$ cat src/rtl/mem_arb_pkg.sv
// Shared types and constants for the unified memory-port arbiter: FSM states,
// grant identities, default watchdog length and the round-robin pick.
package mem_arb_pkg;

    typedef enum logic [1:0] {
        ST_IDLE   = 2'd0,
        ST_IFETCH = 2'd1,
        ST_DATA   = 2'd2,
        ST_RESP   = 2'd3
    } state_e;

    typedef enum logic {
        GNT_IF = 1'b0,
        GNT_D  = 1'b1
    } grant_e;

    localparam int DEFAULT_TIMEOUT = 64;

    // On a tie the requester that was not served last wins.
    function automatic grant_e pick_grant(input logic   if_req,
                                          input logic   d_req,
                                          input grant_e last_grant);
        grant_e pick;
        if (if_req && d_req) begin
            pick = (last_grant == GNT_D) ? GNT_IF : GNT_D;
        end else if (d_req) begin
            pick = GNT_D;
        end else begin
            pick = GNT_IF;
        end
        return pick;
    endfunction

endpackage

$ cat src/rtl/mem_arb_watchdog.sv
// Transaction watchdog: cleared when a grant is issued, counts cycles without
// mem_ack and flags expiry once TIMEOUT-1 idle cycles have elapsed.
module mem_arb_watchdog
    import mem_arb_pkg::*;
#(
    parameter int TIMEOUT = DEFAULT_TIMEOUT
) (
    input  logic clk,
    input  logic reset_n,
    input  logic start,
    input  logic run,
    output logic expired
);

    localparam int CNT_W = (TIMEOUT > 2) ? $clog2(TIMEOUT) : 1;
    localparam logic [CNT_W-1:0] LAST = CNT_W'(TIMEOUT - 1);

    logic [CNT_W-1:0] cnt_q;
    logic [CNT_W-1:0] cnt_d;

    always_comb begin
        cnt_d = cnt_q;
        if (start) begin
            cnt_d = '0;
        end else if (run && (cnt_q != LAST)) begin
            cnt_d = cnt_q + 1'b1;
        end
    end

    always_ff @(posedge clk or negedge reset_n) begin
        if (!reset_n) begin
            cnt_q <= '0;
        end else begin
            cnt_q <= cnt_d;
        end
    end

    assign expired = run && (cnt_q == LAST);

endmodule

$ cat src/rtl/mem_port_arbiter.sv
// Arbitrates the single memory port between instruction fetch and load/store.
// Optional watchdog abort is enabled by defining MEM_ARB_TIMEOUT_EN.
module mem_port_arbiter
    import mem_arb_pkg::*;
#(
    parameter int ADDR_W  = 32,
    parameter int DATA_W  = 32,
    parameter int TIMEOUT = DEFAULT_TIMEOUT
) (
    input  logic                clk,
    input  logic                reset_n,
    input  logic                if_req,
    input  logic [ADDR_W-1:0]   if_addr,
    output logic                if_ready,
    output logic [DATA_W-1:0]   if_rdata,
    input  logic                d_req,
    input  logic                d_we,
    input  logic [ADDR_W-1:0]   d_addr,
    input  logic [DATA_W-1:0]   d_wdata,
    input  logic [DATA_W/8-1:0] d_byte_en,
    output logic                d_ready,
    output logic [DATA_W-1:0]   d_rdata,
    output logic                mem_req,
    output logic                mem_we,
    output logic [ADDR_W-1:0]   mem_addr,
    output logic [DATA_W-1:0]   mem_wdata,
    output logic [DATA_W/8-1:0] mem_byte_en,
    input  logic                mem_ack,
    input  logic [DATA_W-1:0]   mem_rdata,
    output logic                busy,
    output logic                err
);

    localparam int BE_W = DATA_W / 8;

    state_e            state_q, state_d;
    grant_e            last_grant_q, last_grant_d;
    grant_e            gnt_q, gnt_d;
    grant_e            arb_pick;

    logic              mem_req_q, mem_req_d;
    logic              mem_we_q, mem_we_d;
    logic [ADDR_W-1:0] mem_addr_q, mem_addr_d;
    logic [DATA_W-1:0] mem_wdata_q, mem_wdata_d;
    logic [BE_W-1:0]   mem_byte_en_q, mem_byte_en_d;

    logic              if_ready_q, if_ready_d;
    logic              d_ready_q, d_ready_d;
    logic [DATA_W-1:0] if_rdata_q, if_rdata_d;
    logic [DATA_W-1:0] d_rdata_q, d_rdata_d;
    logic              err_q, err_d;

    logic [DATA_W-1:0] resp_data;
    logic              timeout_hit;

    assign arb_pick = pick_grant(if_req, d_req, last_grant_q);

`ifdef MEM_ARB_TIMEOUT_EN
    logic wd_start;
    logic wd_run;

    assign wd_start = (state_q == ST_IDLE) && (if_req || d_req);
    assign wd_run   = ((state_q == ST_IFETCH) || (state_q == ST_DATA)) && !mem_ack;

    mem_arb_watchdog #(
        .TIMEOUT (TIMEOUT)
    ) u_watchdog (
        .clk     (clk),
        .reset_n (reset_n),
        .start   (wd_start),
        .run     (wd_run),
        .expired (timeout_hit)
    );
`else
    // Without the watchdog the port waits for mem_ack forever and err stays low.
    logic unused_timeout;
    assign timeout_hit    = 1'b0;
    assign unused_timeout = (TIMEOUT != 0);
`endif

    always_comb begin
        state_d       = state_q;
        last_grant_d  = last_grant_q;
        gnt_d         = gnt_q;
        mem_req_d     = mem_req_q;
        mem_we_d      = mem_we_q;
        mem_addr_d    = mem_addr_q;
        mem_wdata_d   = mem_wdata_q;
        mem_byte_en_d = mem_byte_en_q;
        if_rdata_d    = if_rdata_q;
        d_rdata_d     = d_rdata_q;
        if_ready_d    = 1'b0;
        d_ready_d     = 1'b0;
        err_d         = 1'b0;
        resp_data     = mem_ack ? mem_rdata : '0;

        case (state_q)
            ST_IDLE: begin
                if (if_req || d_req) begin
                    gnt_d     = arb_pick;
                    mem_req_d = 1'b1;
                    if (arb_pick == GNT_IF) begin
                        state_d       = ST_IFETCH;
                        mem_we_d      = 1'b0;
                        mem_addr_d    = if_addr;
                        mem_wdata_d   = '0;
                        mem_byte_en_d = '1;
                    end else begin
                        state_d       = ST_DATA;
                        mem_we_d      = d_we;
                        mem_addr_d    = d_addr;
                        mem_wdata_d   = d_we ? d_wdata : '0;
                        mem_byte_en_d = d_we ? d_byte_en : '1;
                    end
                end
            end

            ST_IFETCH, ST_DATA: begin
                // An ack always wins over a simultaneous watchdog expiry.
                if (mem_ack || timeout_hit) begin
                    mem_req_d = 1'b0;
                    state_d   = ST_RESP;
                    err_d     = !mem_ack;
                    if (gnt_q == GNT_IF) begin
                        if_ready_d = 1'b1;
                        if_rdata_d = resp_data;
                    end else begin
                        d_ready_d = 1'b1;
                        d_rdata_d = mem_we_q ? '0 : resp_data;
                    end
                end
            end

            ST_RESP: begin
                last_grant_d = gnt_q;
                state_d      = ST_IDLE;
            end

            default: begin
                state_d = ST_IDLE;
            end
        endcase
    end

    always_ff @(posedge clk or negedge reset_n) begin
        if (!reset_n) begin
            state_q       <= ST_IDLE;
            last_grant_q  <= GNT_D;
            gnt_q         <= GNT_IF;
            mem_req_q     <= 1'b0;
            mem_we_q      <= 1'b0;
            mem_addr_q    <= '0;
            mem_wdata_q   <= '0;
            mem_byte_en_q <= '0;
            if_ready_q    <= 1'b0;
            d_ready_q     <= 1'b0;
            if_rdata_q    <= '0;
            d_rdata_q     <= '0;
            err_q         <= 1'b0;
        end else begin
            state_q       <= state_d;
            last_grant_q  <= last_grant_d;
            gnt_q         <= gnt_d;
            mem_req_q     <= mem_req_d;
            mem_we_q      <= mem_we_d;
            mem_addr_q    <= mem_addr_d;
            mem_wdata_q   <= mem_wdata_d;
            mem_byte_en_q <= mem_byte_en_d;
            if_ready_q    <= if_ready_d;
            d_ready_q     <= d_ready_d;
            if_rdata_q    <= if_rdata_d;
            d_rdata_q     <= d_rdata_d;
            err_q         <= err_d;
        end
    end

    assign if_ready    = if_ready_q;
    assign if_rdata    = if_rdata_q;
    assign d_ready     = d_ready_q;
    assign d_rdata     = d_rdata_q;
    assign mem_req     = mem_req_q;
    assign mem_we      = mem_we_q;
    assign mem_addr    = mem_addr_q;
    assign mem_wdata   = mem_wdata_q;
    assign mem_byte_en = mem_byte_en_q;
    assign busy        = (state_q != ST_IDLE);
    assign err         = err_q;

endmodule

$ cat config.mk
export PLATFORM = sky130hd
export DESIGN_NAME = mem_port_arbiter
export DESIGN_NICKNAME = d
export VERILOG_FILES = /design/src/rtl/mem_arb_pkg.sv /design/src/rtl/mem_arb_watchdog.sv /design/src/rtl/mem_port_arbiter.sv
export SDC_FILE = /design/constraint.sdc
export NUM_CORES = 1
export LEC_CHECK = 0
export BUFFER_PORTS_ARGS = -buffer_cell sky130_fd_sc_hd__buf_2
export CAP_MARGIN = 5
export CORE_AREA = 5 5 123 125
export CTS_CLUSTER_SIZE = 10
export DETAILED_ROUTE_END_ITERATION = 16
export DIE_AREA = 0 0 128 130
export PLACE_DENSITY_LB_ADDON = 0.05
export REMOVE_ABC_BUFFERS = 1
export SLEW_MARGIN = 5
export SYNTH_ARGS = -nofsm -noshare
export SYNTH_HDL_FRONTEND = slang
export SYNTH_SLANG_ARGS = --single-unit
$ cat constraint.sdc
create_clock -name clk -period 1.7 [get_ports clk]
set_input_delay 0.17 -clock clk [delete_from_list [all_inputs] [get_ports clk]]
set_output_delay 0.17 -clock clk [all_outputs]
set_load 0.01 [all_outputs]
==> run metrics <==
worst vdd ir 840 uV; clock skew 0.00840 ns; CTS clk-pin slew, worst paths 0.06 ns; routed via count 5,114; worst r2r dst mem_addr[21]; R2R cell count 7; Hold WS 0.0199 ns; RSZ-0062 raised after global routing no; gpl congestion 0.766; type of the tightest min-delay check in -> reg; Die Y 130 um; WP data arrival 1.95 ns; grt total ovfl 0; P&R area growth vs syn 53.3%; worst-case clock buffer depth 2; clk sinks 140; DR pass1 iterations 4; Clock Tree Root clkbuf_16; Area after DPL 7260 sq um; largest net degree at the start of global routing 66; minimum clock period 1.63 ns; status finished clean; final slew viol count 0; WL per Instance 16.6 um; Clock Latency Late Sink 0.41 ns; worst hold path stage count 2; first-iteration detailed-routing DRC count 305; Hold Path Sink if_rdata[24]; # DRC 0; Final Hold Vio Count 0; critical path class reg -> reg; crit start category flip-flop; met1 usage 25.2%; Num CTS Buffers 17; Pleak 4.39 nW; GR Layer Usage met3 6.18%; first-pass GRT wire length 27.3 mm; Resized Gates After CTS 0; Nets 990; Max Cap Violations 0; global-route met2 utilization 35.3%; GRT busiest layer met2; initial antenna violation count 1; Core ar. 13,800 sq um; row count 43; register bit total from synthesis 140; Seq/Total Area, Yosys 62.5%; WP data required 2.02 ns; effective utilization at floorplan 40.7%; Routed Antenna Nets 0; Crit Reg-Reg Startpoint state_q[0]; Post-Syn Instances 500; synthesized area per cell 11.2 sq um; Post-Layout Cell Count 1,042; Cell Area, Synth 5600 sq um; CP max FO 33; # placed instances 933; Setup-failing EPs final 0; CTS tree done; setup TNS 0 ns; Top Ports 276; layout cells sized above 1 41.2%; Die ar. 16,600 sq um; GRT Util Overall 20.8%; hold path start mem_rdata[24]; IO buf count 274; Netlist cell types 28; Ys Warns 0; # hold bufs at CTS 77; Setup crit end kind flip-flop; Setup Fix Bufs, Post-CTS 0; width of the chip 128 um; vias in the first global route 5,350; maximum clock rate 614 MHz; pwr dens 1850 nW/um^2; drt total wl 17.3 mm; H-tree depth 4; via/cell ratio 4.91; Design Area, Final 8590 sq um; fin crit share 95.8%; Reg2Reg Setup Slack 0.07 ns; dpl hpwl 11.7 mm; fillcell total 1,157
==> cells in the final DEF (no fill, tap or decap), types with 2 or more instances in the layout <==
| cell type | netlist | final |
|---|---|---|
| a22o_1 | 32 | 32 |
| bufinv_16 | 0 | 2 |
| mux2_2 | 34 | 34 |
| nand2b_1 | 32 | 32 |
| inv_1 | 6 | 6 |
| clkbuf_1 | 16 | 4 |
| o22a_1 | 4 | 4 |
| ha_1 | 3 | 3 |
| buf_12 | 0 | 7 |
| nand2_1 | 67 | 67 |
| buf_4 | 4 | 8 |
| o21ai_1 | 3 | 2 |
| mux2i_1 | 2 | 2 |
| dfrtp_1 | 139 | 139 |
| a21oi_1 | 65 | 65 |
| o21ai_0 | 31 | 31 |
| clkinv_2 | 0 | 5 |
| buf_2 | 11 | 273 |
| clkbuf_16 | 0 | 17 |
| dlygate4sd3_1 | 0 | 77 |
| clkbuf_8 | 0 | 2 |
| nor2_1 | 34 | 34 |
==> metrics by stage <==
step,util [%],power (mW),setup WS [ns]
after floorplan,-,9.27,-1.09
after global placement,52.7,12.1,0.127
after detailed placement,52.7,12.3,0.0894
after CTS,62.4,16.0,0.0822
after global routing,62.4,16.9,0.0185
final,62.4,15.9,0.0712
==> worst max-delay path by stage <==
stage,start,to,depth (start not counted)
after detailed placement,state_q[0],if_rdata[8],5
after global routing,state_q[0],mem_addr[21],7
final,state_q[0],mem_addr[21],7
after CTS,state_q[0],if_rdata[18],5
after global placement,state_q[0],if_rdata[4],5
after floorplan,d_req,mem_wdata[0],2
==> power breakdown <==
part / switching (mW) / internal, mW / leakage, nW
Sequential: 0.906 / 4.98 / 1.71
Combinational: 3.43 / 3.04 / 2.40
Clock: 1.30 / 2.22 / 0.277
Total: 5.64 / 10.2 / 4.39
==> critical path: stages (launching register included) <==
cell     delay, ns
dfrtp_1       0.36
inv_1         0.07
ha_1          0.21
buf_4         0.16
o21ai_4       0.05
buf_4         0.35
a21oi_1       0.09
a21oi_1       0.21
==> synthesized netlist by cell type <==
| master | n | area share (%) |
|---|---|---|
| o22a_1 | 4 | 0.63 |
| o21ai_1 | 3 | 0.27 |
| buf_4 | 4 | 0.54 |
| nand2_1 | 67 | 4.5 |
| buf_1 | 5 | 0.33 |
| o21a_1 | 1 | 0.13 |
| buf_2 | 11 | 0.98 |
| ha_1 | 3 | 0.67 |
| a21boi_2 | 1 | 0.20 |
| dfstp_2 | 1 | 0.47 |
| mux2i_1 | 2 | 0.36 |
| o21ai_0 | 31 | 2.8 |
| nand2b_1 | 32 | 3.6 |
| inv_1 | 6 | 0.40 |
| mux2_2 | 34 | 6.8 |
| a21bo_2 | 1 | 0.18 |
| nor2_1 | 34 | 2.3 |
| and3_1 | 1 | 0.11 |
| conb_1 | 1 | 0.067 |
| nand3b_1 | 1 | 0.13 |
| a21oi_1 | 65 | 5.8 |
| dfrtp_1 | 139 | 62 |
| a22o_1 | 32 | 5.0 |
| o31ai_1 | 1 | 0.13 |
| o32a_1 | 1 | 0.18 |
| o2bb2ai_1 | 1 | 0.16 |
| clkbuf_1 | 16 | 1.1 |
| nand3_1 | 2 | 0.18 |
==> final cells by class <==
cell class	count	area, sq um	share of cell area (%)
well taps	180	225	2.62
inverters	6	22.5	0.262
multi-input cells	318	1930	22.5
repair buffers	366	2350	27.3
clock buffers	23	468	5.45
diodes	1	2.50	0.0291
flip-flops and latches	140	3500	40.8
clock inverters	8	92.6	1.08
==> registers in the layout, indices dropped and copies added (netlist names) <==
signal and cells:
if_rdata 32, mem_addr 32, state_q 2, d_rdata 32
d_ready 1, mem_byte_en 4, gnt_q 1, mem_req 1
if_ready 1, last_grant_q 1, mem_wdata 32, mem_we 1
==> layer usage <==
layer,wire (um),share of wire (%)
met5,13,0.075
met4,302,1.7
met3,1400,8.1
met2,8620,50
met1,7000,40
==> kinds of logic after synthesis <==
| kind of cell | count (synthesis) | share of synthesized area [%] |
|---|---|---|
| muxes | 36 | 7.19 |
| other | 1 | 0.0669 |
| DFF | 140 | 62.5 |
| buffers and inverters | 42 | 3.33 |
| and+or+nand+nor | 137 | 10.8 |
| adders and majority gates | 3 | 0.670 |
| AOI/OAI and AO/OA | 141 | 15.4 |
Power figures use the tool's default switching activity.
